$ cat src/rtl/updown_counter_mod.sv
// -----------------------------------------------------------------------------
// updown_counter_mod
//
// Loadable up/down counter over the range 0..MAX_VAL with a variable step,
// count enable, terminal-count and zero indications, and one-cycle
// overflow/underflow pulses.
//
// Build option:
//   UDC_SATURATE_EN  - when defined, boundary crossings clamp to MAX_VAL / 0
//                      instead of wrapping; ovf/unf still pulse. Default off.
//
// Parameters:
//   WIDTH    counter width (>= 2)
//   MAX_VAL  top of counting range, 1 .. 2**WIDTH-1
//   STEP_W   width of the step input
//
// Ports:
//   clk       in   rising-edge clock
//   rst_n     in   asynchronous active-low reset
//   en        in   count enable
//   up_dn     in   1 = count up, 0 = count down
//   step      in   amount added/subtracted per enabled cycle
//   load      in   synchronous load (beats en)
//   load_val  in   value to load, clamped to MAX_VAL
//   data_out  out  registered count
//   ovf       out  registered pulse, up-count crossed MAX_VAL
//   unf       out  registered pulse, down-count crossed 0
//   tc        out  combinational terminal count for the current direction
//   zero      out  combinational data_out == 0
// -----------------------------------------------------------------------------
module updown_counter_mod #(
    parameter int WIDTH   = 8,
    parameter int MAX_VAL = 2**WIDTH-1,
    parameter int STEP_W  = 4
) (
    input  logic              clk,
    input  logic              rst_n,
    input  logic              en,
    input  logic              up_dn,
    input  logic [STEP_W-1:0] step,
    input  logic              load,
    input  logic [WIDTH-1:0]  load_val,
    output logic [WIDTH-1:0]  data_out,
    output logic              ovf,
    output logic              unf,
    output logic              tc,
    output logic              zero
);

    // One guard bit above the counter is enough for every sum/difference:
    // count <= MAX_VAL and reduced step <= MAX_VAL, so count+step fits.
    localparam int EW = WIDTH + 1;
    // Step reduction runs wide enough to hold either the raw step or the modulus.
    localparam int SW = (STEP_W > EW) ? STEP_W : EW;

    localparam logic [EW-1:0] MAXV = EW'(MAX_VAL);
    localparam logic [EW-1:0] MODV = MAXV + EW'(1);
    localparam logic [SW-1:0] MODS = SW'(MODV);

    logic [WIDTH-1:0] cnt_q, cnt_d;
    logic             ovf_q, ovf_d;
    logic             unf_q, unf_d;

    logic [SW-1:0]    step_red;
    logic [EW-1:0]    s;
    logic [EW-1:0]    cnt_ext;
    logic [EW-1:0]    ld_ext;
    logic [EW-1:0]    sum;
    logic [EW-1:0]    nxt;
    logic             up_cross;
    logic             dn_cross;

    always_comb begin
        // Oversized steps are folded into range; the remainder always fits EW bits.
        step_red = SW'(step) % MODS;
        s        = EW'(step_red);
        cnt_ext  = {1'b0, cnt_q};
        ld_ext   = {1'b0, load_val};
        sum      = cnt_ext + s;
        up_cross = (sum > MAXV);
        dn_cross = (s > cnt_ext);

        nxt   = cnt_ext;
        ovf_d = 1'b0;
        unf_d = 1'b0;

        if (load) begin
            nxt = (ld_ext > MAXV) ? MAXV : ld_ext;
        end else if (en) begin
            if (up_dn) begin
                if (up_cross) begin
                    ovf_d = 1'b1;
`ifdef UDC_SATURATE_EN
                    nxt = MAXV;
`else
                    nxt = sum - MODV;
`endif
                end else begin
                    nxt = sum;
                end
            end else begin
                if (dn_cross) begin
                    unf_d = 1'b1;
`ifdef UDC_SATURATE_EN
                    nxt = '0;
`else
                    // Borrow one full modulus; result lands below MODV.
                    nxt = cnt_ext + MODV - s;
`endif
                end else begin
                    nxt = cnt_ext - s;
                end
            end
        end

        cnt_d = WIDTH'(nxt);
    end

    always_ff @(posedge clk or negedge rst_n) begin
        if (!rst_n) begin
            cnt_q <= '0;
            ovf_q <= 1'b0;
            unf_q <= 1'b0;
        end else begin
            cnt_q <= cnt_d;
            ovf_q <= ovf_d;
            unf_q <= unf_d;
        end
    end

    assign data_out = cnt_q;
    assign ovf      = ovf_q;
    assign unf      = unf_q;
    assign zero     = (cnt_q == '0);
    assign tc       = up_dn ? (cnt_ext == MAXV) : (cnt_q == '0);

endmodule
$ cat config.mk
export PLATFORM = sky130hd
export DESIGN_NAME = updown_counter_mod
export DESIGN_NICKNAME = d
export VERILOG_FILES = /design/src/rtl/updown_counter_mod.sv
export SDC_FILE = /design/constraint.sdc
export NUM_CORES = 1
export LEC_CHECK = 0
export CAP_MARGIN = 20
export CORE_MARGIN = 2
export CORE_UTILIZATION = 55
export CTS_CLUSTER_SIZE = 24
export DETAILED_ROUTE_END_ITERATION = 10
export DONT_BUFFER_PORTS = 1
export PLACE_DENSITY_LB_ADDON = 0.25
export SLEW_MARGIN = 40
export SYNTH_ARGS = -nofsm -noshare
export SYNTH_HDL_FRONTEND = slang
export SYNTH_SLANG_ARGS = --single-unit
$ cat constraint.sdc
create_clock -name clk -period 2.14 [get_ports clk]
set_input_delay 0.321 -clock clk [delete_from_list [all_inputs] [get_ports clk]]
set_output_delay 0.321 -clock clk [all_outputs]
set_load 0.1 [all_outputs]
==> metrics.md <==
| Metric | Value |
|---|---|
| Status | complete, but fails checks |
| Failing checks | setup timing |
| Area fraction of the dominant cell type after synthesis | 27.66% |
| Bufs on Longest Clock Path | 2 |
| Syn avg cell area | 8.534 um^2 |
| Post-synth top area cell | dfrtp_1 |
| Syn Inst Count | 106 |
| Sequential fraction of the synthesis area | 27.66% |
| Chip height | 44.56 um |
| Mapped Area | 904.6 um^2 |
| Sink Count | 10 |
| Crit path largest cell delay | 550 ps |
| Pleak | 0.0005025 uW |
| Storage element area | 266.5 um^2 |
| Hold Path Stages | 1 |
| Post-synth ARST share | 100.0% |
| Final #Nets | 150 |
| RSZ-0062 raised after global routing | yes |
| Worst Max-Slew Pin Slew | 497.6 ps |
| Multi-input logic area | 670.6 um^2 |
| Crit-path slowest cell | or4_4 |
| Synthesized Nets | 133 |
| Core footprint | 1524 um^2 |
| Final worst path period need | 2216 ps |
| Crit-path max FO | 2 |
| Post-route setup slack | -76.21 ps |
| TritonCTS Buffers | 3 |
| Clock skew | 12.97 ps |
| DR iter-0 viols | 25 |
| Data required time at the worst endpoint | 1820 ps |
| Fill cells | 116 |
| Post-synth EDFFs | 0 |
| Total grt overflow | 0 |
| Remaining DRCs | 0 |
| Clk pin slew, worst setup/hold paths | 80 ps |
| Pin count of the biggest net entering global routing | 17 |
| Final hold viol count | 0 |
| CTS root buf | clkbuf_4 |
| Chip Width | 44.56 um |
| All-Layer GR Usage | 28.98% |
| First-pass GRT wire length | 4.091 mm |
| Most frequent cell after synthesis | dfrtp_1 |
| MaxCap Viol Count | 0 |
| Place WS | 102.0 ps |
| Commonest cells in the synthesized netlist | dfrtp_1, inv_1, a21oi_1, ha_1, nor2_1 |
| Worst path arrival time | 1900 ps |
| P&R area growth vs syn | 27.66% |
| PD cells | 852.8 nW/um^2 |
| Inserted Diodes | 0 |
| Via density | 6.355 |
| Final Cycle Share | 103.6% |
| Hold WC Path Type | in -> reg |
| Cell-by-cell trace of the critical path | or4_4 > nor3_4 > nand2b_1 > o21ai_4 > buf_12 |
| Post-Place Cells | 132 |
| Initial Util | 59.36% |
| VDD IR max | 0.5515 mV |
| Final WL | 2.466 mm |
| Die area | 1985 um^2 |
| Site Rows | 14 |
| Crit path kind | reg -> out |
| Vias in the first global route | 895 |
| Drt wl/cell | 17.87 um |
| Via Count | 877 |
| ANT nets after route | 0 |
| Clk_lat worst skew | 280 ps |
| H-tree Lvls | 1 |
| CTS tree | built |
| CP startpoint kind | flop |
| Fmax | 0.4512 GHz |
| Layout cell share with drive strength beyond 1 | 31.97% |
| Slew Limit Fails | 0 |
| Initial antenna violation count | 0 |
| Worst Setup End Kind | output port |
| Final setup fails | 1 |
| IO Pins | 29 |
| Final GP Congestion | 0.8404 |
| Ys Warns | 0 |
| Top post-synthesis cells by area | dfrtp_1, ha_1, a21oi_1 |
| Flops & latches, synth | 10 |
| Ys flop type | dfrtp_1 |
| Synth unique cells | 36 |
| # port buffers | 0 |
| Reg2reg path depth | 7 |
| Drt pass-1 iters | 4 |
| Non-filler cells, final | 138 |
| HPWL Detailed | 1.823 mm |
| Relative slew slack | 66.72% |
worst paths after layout:
check	startpoint	slack, ps	to
worst min register to register	data_out[7]	650	unf
worst min-delay path	load	130	data_out[1]
worst max register to register	data_out[3]	70	data_out[4]
worst max-delay path	data_out[4]	-80	tc
min in group asynchronous	rst_n	430	ovf
max in group asynchronous	rst_n	1310	data_out[1]
power by group:
group	total [uW]	switching [uW]	internal, uW
sequential	250	26.0	224
clock	177	73.7	104
combinational	557	388	170
layout make-up:
cell class,instances,area share (%)
Multi-Input combinational cell,84,58.07
Sequential cell,10,23.08
Timing Repair Buffer,15,11.05
Inverter,9,2.925
Tap cell,16,1.733
Clock buffer,4,3.142
worst max-delay path: cells and delay by family (launching register included):
| family | cells | cell delay [ps] |
|---|---|---|
| DFF | 1 | 480 |
| and+or+nand+nor | 3 | 860 |
| buffers and inverters | 1 | 190 |
| AOI/OAI and AO/OA | 1 | 90 |
flip-flops by register name, summed over array words and instances (netlist names):
signal,flops
ovf,1
unf,1
data_out,8
stage by stage:
stage / TNS (ps) / cell area, um^2 / total power [uW] / util [%] / hold slack [ps]
after floorplan: -1846 / 947.2 / 666.4 / - / 25.41
after global placement: 0 / 1064 / 752.6 / 69.79 / 25.64
after detailed placement: 0 / 1064 / 763.8 / 69.79 / 25.65
after CTS: -106.0 / 1117 / 948.2 / 73.32 / 133.4
after global routing: -267.8 / 1155 / 1039 / 75.78 / 123.7
final: -76.21 / 1155 / 984.8 / 75.78 / 129.2
placed cells by master, fill, tap and decap left out, types with 3 or more instances in the layout:
cell / Yosys / final
a21oi_1: 8 / 7
buf_4: 0 / 13
clkbuf_4: 0 / 3
dfrtp_1: 10 / 3
dfrtp_2: 0 / 4
dfrtp_4: 0 / 3
ha_1: 8 / 6
inv_1: 9 / 8
mux2_2: 3 / 3
mux2i_1: 3 / 3
nand2_1: 7 / 7
nand2b_1: 6 / 6
nand3_1: 3 / 3
nor2_1: 8 / 8
nor3_1: 5 / 4
o21ai_0: 6 / 5
repair_timing:
| action | 4_1_cts | 5_1_grt |
|---|---|---|
| endpoints found under the setup margin | 2 | 4 |
| buffers inserted | 1 | 0 |
| pin swaps | 2 | 2 |
| resized for setup | 0 | 6 |
| endpoints found under the hold margin | 10 | 0 |
| hold buffers | 1 | 0 |
routing by layer:
metal / GRT usage [%] / up-vias / wire [um]
met5: 0 / - / 0
met3: 9.388 / 6 / 238
li1: - / 411 / -
met4: 7.879 / 0 / 34
met2: 49.28 / 48 / 1298
met1: 34.87 / 412 / 894
logic make-up after synthesis:
logic type               Yosys count  share of synthesized area (%)
AO/OA/AOI/OAI                     24                          17.57
XOR/XNOR                           4                          3.873
adder cells (fa/ha/maj)           10                          15.49
buffers and inverters             12                          5.255
flip-flops                        10                          27.66
multiplexers                       6                          7.054
AND/OR/NAND/NOR                   40                          23.10
No activity file was read; power rests on OpenSTA's default activity.
